$ cat config.mk
export PLATFORM = sky130hd
export DESIGN_NAME = inv_seq_ctrl
export DESIGN_NICKNAME = d
export VERILOG_FILES = /design/src/rtl/inv_seq_pkg.sv /design/src/rtl/toggle_gen.sv /design/src/rtl/inv_seq_ctrl.sv
export SDC_FILE = /design/constraint.sdc
export NUM_CORES = 1
export LEC_CHECK = 0
export BUFFER_PORTS_ARGS = -buffer_cell sky130_fd_sc_hd__buf_2
export CORE_ASPECT_RATIO = 0.7
export CORE_MARGIN = 3
export CORE_UTILIZATION = 40
export CTS_CLUSTER_DIAMETER = 80
export DETAILED_ROUTE_END_ITERATION = 8
export GPL_TIMING_DRIVEN = 0
export PLACE_DENSITY_LB_ADDON = 0.2
export SYNTH_ARGS = -nofsm -noshare
export SYNTH_HDL_FRONTEND = slang
export SYNTH_HIERARCHICAL = 1
export SYNTH_SLANG_ARGS = --single-unit
$ cat constraint.sdc
create_clock -name clk -period 3.5 [get_ports clk]
set_input_delay 0.175 -clock clk [delete_from_list [all_inputs] [get_ports clk]]
set_output_delay 0.175 -clock clk [all_outputs]
set_load 0.05 [all_outputs]
$ cat src/rtl/inv_seq_pkg.sv
// Shared types and constants for the inverter stimulus sequencer/checker.
package inv_seq_pkg;

  localparam int CNT_W_DEF = 16;
  localparam int ERR_W_DEF = 8;

  localparam logic DRV_A_RST = 1'b0;
  localparam logic DRV_B_RST = 1'b1;

  typedef enum logic [1:0] {
    IDLE = 2'd0,
    RUN  = 2'd1,
    DONE = 2'd2
  } state_e;

endpackage

$ cat src/rtl/toggle_gen.sv
// Square-wave generator: q toggles every `period` enabled cycles; clr rearms
// the counter and restores the reset level.
module toggle_gen #(
  parameter int   CNT_W   = 16,
  parameter logic RST_VAL = 1'b0
) (
  input  logic             clk,
  input  logic             rst,
  input  logic             clr,
  input  logic             en,
  input  logic [CNT_W-1:0] period,
  output logic             q
);

  logic [CNT_W-1:0] cnt;

  // period is nonzero here; the top level maps 0 to 1 when latching
  always_ff @(posedge clk) begin
    if (rst || clr) begin
      cnt <= '0;
      q   <= RST_VAL;
    end else if (en) begin
      if (cnt == period - CNT_W'(1)) begin
        cnt <= '0;
        q   <= ~q;
      end else begin
        cnt <= cnt + CNT_W'(1);
      end
    end
  end

endmodule

$ cat src/rtl/inv_seq_ctrl.sv
// Two-channel inverter sequencer: drives a/b square waves for a run and counts
// cycles where y/z are not the complements of the driven inputs.
module inv_seq_ctrl
  import inv_seq_pkg::*;
#(
  parameter int CNT_W   = CNT_W_DEF,
  parameter int RUN_LEN = 1000,
  parameter int ERR_W   = ERR_W_DEF
) (
  input  logic             clk,
  input  logic             rst,
  input  logic             start,
  input  logic             stop,
  input  logic [CNT_W-1:0] period_a,
  input  logic [CNT_W-1:0] period_b,
  output logic             drv_a,
  output logic             drv_b,
  input  logic             obs_y,
  input  logic             obs_z,
  output logic             busy,
  output logic             done,
  output logic [ERR_W-1:0] err_cnt
);

  localparam int NUM_CH = 2;

  state_e state, state_nxt;

  logic [NUM_CH-1:0][CNT_W-1:0] period_l;
  logic [NUM_CH-1:0]            drv;
  logic [CNT_W-1:0]             run_cnt;
  logic                         start_seq;
  logic                         run_last;
  logic                         mismatch;

  assign start_seq = (state == IDLE) && start;
  assign run_last  = (run_cnt == CNT_W'(RUN_LEN - 1));
  assign mismatch  = (obs_y == drv_a) || (obs_z == drv_b);

  always_ff @(posedge clk) begin
    if (rst) state <= IDLE;
    else     state <= state_nxt;
  end

  always_comb begin
    state_nxt = state;
    case (state)
      IDLE:    if (start) state_nxt = RUN;
      RUN:     if (stop || run_last) state_nxt = DONE;
      DONE:    state_nxt = IDLE;
      default: state_nxt = IDLE;
    endcase
  end

  // a zero half-period would never toggle; run it as 1 instead
  always_ff @(posedge clk) begin
    if (rst) begin
      period_l <= '0;
    end else if (start_seq) begin
      period_l[0] <= (period_a == '0) ? CNT_W'(1) : period_a;
      period_l[1] <= (period_b == '0) ? CNT_W'(1) : period_b;
    end
  end

  always_ff @(posedge clk) begin
    if (rst || start_seq)   run_cnt <= '0;
    else if (state == RUN)  run_cnt <= run_cnt + CNT_W'(1);
  end

  always_ff @(posedge clk) begin
    if (rst || start_seq) begin
      err_cnt <= '0;
    end else if ((state == RUN) && mismatch && (err_cnt != {ERR_W{1'b1}})) begin
      err_cnt <= err_cnt + ERR_W'(1);
    end
  end

  for (genvar i = 0; i < NUM_CH; i++) begin : g_ch
    toggle_gen #(
      .CNT_W  (CNT_W),
      .RST_VAL((i == 0) ? DRV_A_RST : DRV_B_RST)
    ) u_tg (
      .clk   (clk),
      .rst   (rst),
      .clr   (start_seq),
      .en    (state == RUN),
      .period(period_l[i]),
      .q     (drv[i])
    );
  end

  assign drv_a = drv[0];
  assign drv_b = drv[1];
  assign busy  = (state == RUN);
  assign done  = (state == DONE);

endmodule

* Yosys cells after proc, flatten, opt, wreduce, memory -nomap -nowiden
Index checks and enable logic that the tools add are counted.
** Cells by class
- Equal/unequal tests :: 10
- Mux-type cells :: 7
- Bitwise operators :: 2
- Reductions and logical operators :: 12
- Add/subtract/negate cells :: 6
** Operators by type and width (number)
- 2-to-1 mux 16 bit :: 4
- adder 16 x 1 -> 16 bit (second input constant) :: 3
- == test 16 bit :: 2
- zero test 16 bit :: 2
- subtractor 16 x 1 -> 16 bit (second input constant) :: 2
- == test 16 x 10 -> 1 bit (second input constant) :: 1
- adder 8 x 1 -> 8 bit (second input constant) :: 1
- inequality test 8 bit (second input constant) :: 1
- AND reduction 2 bit :: 3
- 2-to-1 mux 2 bit :: 2
- one-hot mux 2 bit (2 select lines) :: 1
- logical AND 1 bit :: 3
- logical OR 1 bit :: 3
- == test 1 bit :: 2
- == test 2 x 1 -> 1 bit (second input constant) :: 1
- == test 2 bit (second input constant) :: 1
- zero test 2 bit :: 1
- inequality test 2 x 1 -> 1 bit (second input constant) :: 1
- inequality test 2 bit (second input constant) :: 1
- NOT 1 bit :: 2
** Storage, ports and cells
- Output and inout bits :: 12
- Register bits :: 92
- Logic and storage cells :: 46

* Logic depth before layout (Yosys ltp)
Gate-level depths: netlist of the first run.
- Depth in word-level cells :: 4
- Mapped depth :: 12

* Cells and area by module
The synthesis of the first run kept the hierarchy.
** By module, submodules not included
- inv_seq_ctrl :: cells each 269, area each 2343.5 um2, instances 1, sequential area each 1161.1 um2
- toggle_gen (g_ch[1].u_tg) :: cells each 168, area each 1363.8 um2, instances 1, sequential area each 340.3 um2
- toggle_gen (g_ch[0].u_tg) :: cells each 162, area each 1271.2 um2, instances 1, sequential area each 340.3 um2

* Worst setup path after synthesis of the first run
Ideal clock, no wire load.
- Path kind :: register to register
- Start :: register period_l[0] (netlist bit)
- End :: register g_ch[0].u_tg.cnt[10]
- Slack :: 0.873 ns
- Arrival time :: 2.510 ns
- Cell stages (with the launch flop) :: 12
- Period minus slack after synthesis :: 2.627 ns
- Data required time :: 3.383 ns
- Library setup time :: 0.117 ns
- Path through :: dfxtp_1 > inv_1 > ha_1 > or4b_1 > nor4_1 > xnor2_1 > a22oi_1 > nor4b_2 > o2111ai_2 > o21bai_2 > buf_2 > nor2_1
** On the way
- Cells in the longest elaborated chain, start to end :: 3
** Ends and longest elaborated chain
- start: declaration :: line inv_seq_ctrl.sv:29 : logic [NUM_CH-1:0][CNT_W-1:0] period_l;
- subtractor 16 x 1 -> 16 bit :: line toggle_gen.sv:23 : if (cnt == period - CNT_W'(1)) begin
- == test 16 bit :: line toggle_gen.sv:23
- 2-to-1 mux 16 bit :: line toggle_gen.sv:23
- end signal: assignment :: line toggle_gen.sv:27 : cnt <= cnt + CNT_W'(1);
- end: declaration :: line toggle_gen.sv:15 : logic [CNT_W-1:0] cnt;
Every way passes these cells.
A chain may end at the register's enable or synchronous reset.

* Worst setup path after layout of the first run
- Start :: register period_l[0] (netlist bit)
- End :: register g_ch[0].u_tg.cnt[8]
The elaborated chain is that of the path after synthesis.

==> metrics.csv, run 1 <==
metric,value,unit
status,completed,
synthArstFlopShare,0,%
ir_drop,256.5,uV
cp-startpoint,period_l[0],
num_vias,4521,
die_w,139.3,um
slowest_stage,or4b_1,
clk_pin_slew,70,ps
netlist.area_leader.share,36.99,%
hold_viol,0,
n_fill_cell,1166,
grt_max_degree,16,
worstPathCellList,inv_1 -> ha_1 -> or4b_1 -> nor4_1 -> xnor2_1 -> a22oi_1 -> nor4b_4 -> o2111ai_4 -> o21bai_2 -> buf_2 -> nor2_1,
hold_start,period_a[7],
syn-cell-area,4979,um^2
layout_common_cells,"dfxtp_1, nand2_1, nor2_1, buf_2, xor2_1",
grt_usage,18.42,%
rsz0062_at_grt,no,
synth_edf_count,0,
dieArea,13840,um^2
cts_buffer_depth,2,
fin_skew,5.205,ps
firstDrtPassIters,4,
drt-wirelength-per-cell,15.56,um
die_y,99.34,um
syn-mean-instance-area,8.311,um^2
cts_tree,done,
slowest_delay,610,ps
core_area,11930,um^2
detail-route-antenna-nets,0,
clock-sinks,92,
tns,0,ps
holdWs,50.52,ps
seq_area_frac_synth,36.99,%
critPathRequiredTime,3730,ps
period_needed,3204,ps
clkLatencyLatePin,340,ps
ys_types,69,
critPathTopFamily,simple AND/OR/NAND/NOR gates,
endpoint_kind,flop,
drt-total-wl,12.77,mm
finalCritPeriodShare,91.53,%
path_buf_inv,2,
antenna_cells,0,
viasPerCell,5.507,
gp_congestion,0.8438,
port_buffers,49,
numCtsBuffers,9,
initial_core_util,41.72,%
ctsHoldBuffers,0,
cts_root_buf,clkbuf_16,
relSlewSlack,48.53,%
fmax,312.2,MHz
cts_max_level,3,
drive_gt1_share,14.76,%
start_kind,flop,
ys.flop_type,dfxtp_1,
worstSetupPathType,reg -> reg,
worst_slew_pin_slew,769.2,ps
p_leak,0.002073,uW
ctsResizeCount,0,
yosys-top-cells-area,"dfxtp_1, xor2_1, nand2_1",
nets,703,
layout_commonest_cell,dfxtp_1,
yosysTopAreaCell,dfxtp_1,
grt_first_pass_wirelength,20.66,mm
crit_path_max_fanout,10,
ys_warn_count,6,
ioPinCount,50,
rows,33,
cap_violations,0,
antenna_found_initial,0,
ys_ff_latch,92,
overflow,0,
fin_util,48.08,%
p_per_area,436.7,nW/um^2
syn_to_final_growth,15.23,%
post_cts_buffers,0,
dp_hpwl,9.737,mm
drc,0,
syn-num-nets,643,
setup_viol,0,
drt_iter0_markers,143,
hp-class,in -> reg,
first_global_vias,4169,
critical_path_arrival,3430,ps
r2r_start,period_l[0],
syn_inst,599,
slew_violations,0,
Yosys cell counts, drive strengths merged (7+ instances only):
master,number
nand3,24
nand2,74
nor3,23
xor2,41
nand3b,8
inv,16
nor4,18
buf,7
a22o,14
or3,12
xnor2,29
nand4,13
a21oi,39
clkbuf,17
or4,8
nor2,66
dfxtp,92
o21ai,16
final timing paths:
| kind | end | slack, ps | cells after the start |
|---|---|---|---|
| worst min register to register | period_l[25] | 480 | 2 |
| worst max register to register | g_ch[0].u_tg/cnt[8] | 300 | 11 |
| worst min-delay path | period_l[7] | 50 | 2 |
| worst max-delay path | g_ch[0].u_tg/cnt[8] | 300 | 11 |
cell families (layout without fill, tap and decap cells):
kind of cell    after synthesis  in the layout  synth area share (%)
mux                           5              5                 1.030
simple gates                284            284                 30.84
compound gates              102            102                 13.97
flops                        92             92                 36.99
xor+xnor                     70             70                 12.31
buf+inv                      40            105                 3.342
fa+ha+maj                     6              6                 1.508
layout make-up:
type	count	area [um^2]	share of cell area (%)
inverter	16	60.06	1.047
clock inverter	7	66.31	1.156
timing repair buffer	49	245.2	4.275
tap	157	196.4	3.424
buffer	24	106.4	1.854
sequential	92	1842	32.10
clock buffer	9	225.2	3.926
multi-input combinational	467	2995	52.21
worst register-to-register path, stage by stage, from the launching register on:
cell and delay, ps:
dfxtp_1 370, inv_1 80, ha_1 220, or4b_1 610, nor4_1 280, xnor2_1 160, a22oi_1 130, nor4b_4 330
o2111ai_4 250, o21bai_2 280, buf_2 300, nor2_1 80
metal layers:
metal,track usage [%],part of all wire (%),vias up,wire length (um)
li1,-,-,2261,-
met4,5.338,1.6,0,201
met5,0,0,-,0
met1,27.55,53,2136,6763
met2,25.61,40,109,5089
met3,5.238,5.6,15,717
stage by stage:
stage / power, uW / std cells / worst slack (ps) / cell area (um^2)
floorplan: 1433 / 599 / 873.2 / 4979
global placement: 1534 / 805 / 158.6 / 5420
detailed placement: 1545 / 805 / 179.5 / 5420
CTS: 2519 / 821 / 150.7 / 5712
global route: 2620 / 821 / 65.73 / 5737
finish: 2505 / 821 / 296.5 / 5737
power by group:
group | internal (uW) | switching [uW]
combinational | 170 | 242
sequential | 1080 | 45.6
clock | 551 | 419
total | 1800 | 707
registers in the layout (all words and copies together), names as in the netlist:
name,count
err_cnt,8
period_l,32
state,2
g_ch.u_tg/cnt,32
run_cnt,16
g_ch.u_tg/q,2
No activity file was read; power rests on OpenSTA's default activity.
==> run 2: changes to the inputs <==
SYNTH_HIERARCHICAL = not set   (was 1)
==> run 2 against run 1 <==
Sequential power about the same. Register-to-register slack got worse by 97 ps. Maximum frequency decreased by 2.9%. Count of clock-buffer cells in the layout increased by 3. Utilization decreased by 0.44 points. Total power increased by 1.5%. Non-clock buffer count increased by 5. Global-route usage increased by 0.48 points. Final cell count decreased by 0.97%. Largest cell class unchanged.
==> metrics.csv, run 2 <==
metric,value,unit,change
status,completed,,
drt-wirelength-per-cell,15.37,um,-1.2%
hold_path_depth,3,,+1
yosys-top-cells-area,"dfxtp_1, xor2_1, nand2_1",,
critPathRequiredTime,3730,ps,about the same
cap_violations,0,,unchanged
layout_commonest_cell,dfxtp_1,,
clkLatencyLatePin,340,ps,about the same
syn_to_final_growth,15.49,%,
clock-sinks,92,,unchanged
nets,697,,-0.85%
crit_top_cell,buf_4,,
path_buf_inv,3,,+1
p_leak,0.002143,uW,+3.4%
gp_congestion,0.8211,,-2.7%
worst_slew_pin_slew,850.2,ps,+80.99 ps
antenna_found_initial,0,,unchanged
slowest_delay,550,ps,-60 ps
crit_path_max_fanout,10,,unchanged
n_fill_cell,1204,,+3.3%
cts_max_level,3,,unchanged
switching_share,26.02,%,-2.2 points
seqPwrFrac,44.0,%,-0.8 points
reg_top3,"g_ch.u_tg.cnt: 32 flops, period_l: 32 flops, run_cnt: 16 flops",,
overflow,0,,unchanged
syn_inst,593,,-1.0%
grt_first_pass_wirelength,20.22,mm,-2.1%
numCtsBuffers,9,,unchanged
ys.flop_type,dfxtp_1,,
slew_violations,0,,unchanged
fin_skew,7.314,ps,+2.110 ps
detail-route-antenna-nets,0,,unchanged
dp_hpwl,9.548,mm,-1.9%
rsz0062_at_grt,no,,
die_w,137.9,um,-1.0%
rows,33,,unchanged
start_kind,flop,,
core_area,11810,um^2,-1.0%
port_buffers,49,,unchanged
slowest_stage,nor4b_2,,
synth_edf_count,0,,unchanged
grt_usage,18.90,%,+0.48 points
fmax,303.0,MHz,-2.9%
ys_ff_latch,92,,unchanged
power_frac_clock,40.1,%,+1.4 points
critPathTopFamily,simple AND/OR/NAND/NOR gates,,
hold_viol,0,,unchanged
syn-cell-area,4871,um^2,-2.2%
pwr-share-comb,15.8,%,-0.6 points
r2r_cells,11,,unchanged
ys_warn_count,0,,-6
crit_cells,11,,unchanged
seq_area_frac_synth,37.81,%,+0.82 points
fin_util,47.64,%,-0.44 points
ys_types,64,,-7.2%
post_cts_buffers,0,,unchanged
ioPinCount,50,,unchanged
fin_total_pwr,2544,uW,+1.5%
hp-class,in -> reg,,
ir_drop,239.0,uV,-6.8%
relSlewSlack,42.80,%,-5.7 points
grt_max_degree,14,,-2
r2r-end,g_ch[0].u_tg.cnt[8],,
syn-mean-instance-area,8.214,um^2,-1.2%
yosysTopAreaCell,dfxtp_1,,
cts_buffer_depth,2,,unchanged
die_y,98.33,um,-1.0%
netlist.area_leader.share,37.81,%,+0.82 points
cts_root_buf,clkbuf_16,,
synthArstFlopShare,0,%,unchanged
worstSetupPathType,reg -> reg,,
period_needed,3300,ps,+96.82 ps
cp-startpoint,period_l[0],,
layout_common_cells,"dfxtp_1, nand2_1, nor2_1, xor2_1, buf_2",,
dieArea,13560,um^2,-2.1%
cellInternalPower,1882,uW,+4.6%
p_per_area,452.1,nW/um^2,+3.5%
drc,0,,unchanged
viasPerCell,5.490,,-0.31%
drt-total-wl,12.50,mm,-2.1%
setup_viol,0,,unchanged
endpoint_kind,flop,,
worstPathCellList,inv_1 -> ha_1 -> buf_4 -> nor4b_2 -> nand4b_1 -> xnor2_1 -> a211oi_1 -> nand4_1 -> o21ai_1 -> buf_4 -> nor2_1,,
synth_most_common_cell,dfxtp_1,,
ctsHoldBuffers,0,,unchanged
first_global_vias,4044,,-3.0%
critical_path_arrival,3530,ps,+100 ps
rrSetupSlack,200,ps,-100 ps
drive_gt1_share,12.80,%,-2.0 points
clk_pin_slew,60,ps,about the same
endpoint,g_ch[0].u_tg.cnt[8],,
cts_tree,done,,
initial_core_util,41.25,%,-0.47 points
finalCritPeriodShare,94.30,%,+2.8 points
p_sw,661.8,uW,-6.3%
synthTopCellsByCount,"dfxtp_1, nand2_1, nor2_1",,
num_vias,4463,,-1.3%
antenna_cells,0,,unchanged
drt_iter0_markers,223,,+56%
syn-num-nets,637,,-0.93%
firstDrtPassIters,4,,unchanged
r2r_start,period_l[0],,
==> run 2: changes by cell type after synthesis, moves of 4 or more <==
| cell | delta |
|---|---|
| clkbuf_1 | +5 |
| nand4_1 | +4 |
| nand3b_1 | -6 |
| a22o_1 | -5 |
| and3_1 | +5 |
| nand3_1 | +5 |
| o21a_1 | -4 |
| mux2i_1 | -4 |
| or4_4 | -5 |
| nor3_1 | -8 |
| xor2_1 | +11 |
==> run 2: layer usage <==
metal	vias to the layer above	part of all wire [%]	track usage, %
li1	2210	-	-
met1	2119	54	29.64
met2	124	38	25.45
met3	10	6.6	5.407
met4	0	0.76	3.797
met5	-	0	0
==> run 2: power by group through the flow <==
stage	combinational (uW)	sequential (uW)	clock [uW]
2_1_floorplan	296	1130	0
3_3_place_gp	389	1140	0
3_5_place_dp	399	1140	0
4_1_cts	402	1120	1050
5_1_grt	450	1120	1100
6_report	403	1120	1020
==> run 2: tightest hold or removal path, cell delays in order <==
cell and delay [ps]:
buf_2 100, nand2_1 40, o21ai_0 50
==> run 2: worst min path at each step <==
stage,to,from
3_3_place_gp,period_l[5],period_a[5]
4_1_cts,period_l[5],period_a[5]
3_5_place_dp,period_l[5],period_a[5]
2_1_floorplan,period_l[5],period_a[5]
5_1_grt,period_l[4],period_a[4]
6_report,period_l[5],period_a[5]
==> run 2: repair_timing <==
item / CTS / global route
endpoints found under the setup margin: 10 / 0
hold endpoints to repair: 0 / 0
resized for setup: 1 / 0
==> run 2: area by class of cell <==
class | count | area [um^2] | share of cell area [%]
Buffer | 29 | 126.4 | 2.246
Timing Repair Buffer | 49 | 245.2 | 4.359
Clock inverter | 2 | 60.06 | 1.068
Inverter | 12 | 45.04 | 0.8007
Multi-Input combinational cell | 460 | 2864 | 50.91
Sequential cell | 92 | 1842 | 32.74
Clock buffer | 12 | 246.5 | 4.382
Tap cell | 157 | 196.4 | 3.492
==> run 2: logic make-up (layout without fill, tap and decap cells) <==
logic type | Yosys count | in the layout | share of synthesized area (%)
xor gates and xnor gates | 83 | 83 | 14.92
buffers and inverters | 41 | 104 | 3.519
AOI/OAI and AO/OA | 102 | 102 | 14.31
DFF | 92 | 92 | 37.81
and+or+nand+nor | 269 | 269 | 27.90
adders and majority gates | 6 | 6 | 1.541
==> run 2: through the flow <==
step	setup slack, ps	cell area, um^2	TNS (ps)	hold slack, ps	std cells
6_report	199.6	5625	0	68.42	813
5_1_grt	0.4681	5625	0	58.61	813
4_1_cts	265.3	5625	0	52.70	813
3_5_place_dp	-81.00	5313	-773.9	415.7	799
3_3_place_gp	25.42	5313	0	401.0	799
2_1_floorplan	775.4	4871	0	283.6	593
==> run 3: changes to the inputs <==
CORE_ASPECT_RATIO = not set   (was 0.7)
==> run 3 against run 2 <==
Sequential share of layout area grew 0.26 points. Maximum frequency grew 5.8%. Largest cell class unchanged. Clock power shrank 9%. Sequential power is essentially flat. Largest power group unchanged. Highest routed layer unchanged. First-iteration DRC count grew 10%.
==> metrics.csv, run 3 (same netlist as run 2, synthesis figures left out) <==
metric,value,unit,change
status,completed,,
critical_path_arrival,3360,ps,-170 ps
slew_violations,0,,unchanged
dp_cells,785,,-1.8%
drc,0,,unchanged
grt_max_degree,15,,+1
worst_slew_pin_slew,836.1,ps,-14.09 ps
syn_to_final_growth,14.59,%,
clk_pin_slew,70,ps,about the same
cap_violations,0,,unchanged
hold_viol,0,,unchanged
tns,0,ps,unchanged
viasPerCell,5.543,,+0.98%
start_kind,flop,,
hp-class,in -> reg,,
dp_hpwl,9.270,mm,-2.9%
endpoint_kind,flop,,
cts_buffer_depth,2,,unchanged
worstSetupPathType,reg -> reg,,
setup_viol,0,,unchanged
antenna_found_initial,0,,unchanged
gp_congestion,0.8844,,+7.7%
num_vias,4440,,-0.52%
hold_start,period_a[6],,
grt_usage,19.00,%,+0.10 points
die_y,116.4,um,+18%
fin_util,47.86,%,+0.22 points
rows,39,,+18%
critPathRequiredTime,3740,ps,about the same
layout_commonest_cell,dfxtp_1,,
drt-total-wl,12.35,mm,-1.2%
drt_iter0_markers,246,,+10%
antenna_cells,0,,unchanged
fmax,320.4,MHz,+5.8%
finalCritPeriodShare,89.17,%,-5.1 points
layout_common_cells,"dfxtp_1, nand2_1, nor2_1, xor2_1, buf_2",,
period_needed,3121,ps,-179.5 ps
drt-wirelength-per-cell,15.42,um,+0.32%
r2r_start,period_l[0],,
relSlewSlack,44.05,%,+1.3 points
clkLatencyLatePin,350,ps,about the same
cp-startpoint,period_l[0],,
die_w,116.4,um,-16%
fin_skew,7.326,ps,+0.01196 ps
initial_core_util,41.77,%,+0.52 points
grt_first_pass_wirelength,20.24,mm,about the same
overflow,0,,unchanged
post_cts_buffers,0,,unchanged
cts_tree,done,,
first_global_vias,4193,,+3.7%
drive_gt1_share,13.22,%,+0.42 points
rsz0062_at_grt,no,,
dieArea,13540,um^2,-0.16%
core_area,11660,um^2,-1.2%
cts_max_level,3,,unchanged
ctsHoldBuffers,0,,unchanged
crit_path_max_fanout,10,,unchanged
detail-route-antenna-nets,0,,unchanged
reg_top3,"g_ch.u_tg.cnt: 32 flops, period_l: 32 flops, run_cnt: 16 flops",,
ir_drop,297.8,uV,+25%
nets,697,,unchanged
p_per_area,440.1,nW/um^2,-2.7%
firstDrtPassIters,5,,+1
port_buffers,49,,unchanged
cts_root_buf,clkbuf_16,,
p_leak,0.002137,uW,-0.30%
numCtsBuffers,9,,unchanged
clock-sinks,92,,unchanged
ioPinCount,50,,unchanged
instances_no_fill,801,,-1.5%
[run 3: cell count changes in the layout (fill, tap and decap cells not counted), sizes merged]
cell | before | now
bufinv | 2 | 0
clkinv | 0 | 4
[run 3: area by class of cell]
class                           instances  area [um^2]
Clock inverter                          4        23.77
Sequential cell                        92         1842
Multi-Input combinational cell        460         2864
Clock buffer                           12        256.5
Buffer                                 29        126.4
Timing Repair Buffer                   49        245.2
Fill cell                            1146         6081
Inverter                               12        45.04
Tap cell                              143        178.9
[run 3: layer usage]
layer	routed length [um]	up-vias	GRT usage (%)
met1	6083	2102	26.47
met3	778	11	5.544
met4	125	0	4.408
li1	-	2217	-
met2	5366	110	29.14
met5	0	-	0
[run 3: timing repair]
item	in CTS	in global routing
resized for setup	0	1
endpoints found under the setup margin	0	14
endpoints found under the hold margin	0	0
[run 3: path summary, 6_finish.rpt]
path                            slack, ps                    to  cells after the start
worst max-delay path                  380  g_ch[0].u_tg.cnt[15]                     11
worst min-delay path                   60           period_l[6]                      2
worst max register to register        380  g_ch[0].u_tg.cnt[15]                     11
worst min register to register        480          period_l[31]                      2
[run 3: worst max-delay path, stage by stage (launching register included)]
cell and delay, ps:
dfxtp_1 360, inv_1 100, ha_1 140, buf_4 160
nor4b_2 540, nand3_1 180, xnor2_1 170, nor4_1 370
nand4_1 300, o21ai_1 380, buf_4 250, nor2_1 60
[run 3: through the flow]
step	total power (uW)	worst slack, ps	hold slack, ps	instance area [um^2]
6_report	2456	379.2	62.64	5582
5_1_grt	2575	90.91	54.43	5582
4_1_cts	2481	34.55	49.13	5575
3_5_place_dp	1541	46.66	417.5	5295
3_3_place_gp	1531	148.2	406.0	5295
2_1_floorplan	1427	775.4	283.6	4871
[run 3: where the power goes]
part | switching [uW] | internal (uW)
clock network | 413 | 518
registers | 41.7 | 1080
logic | 239 | 166
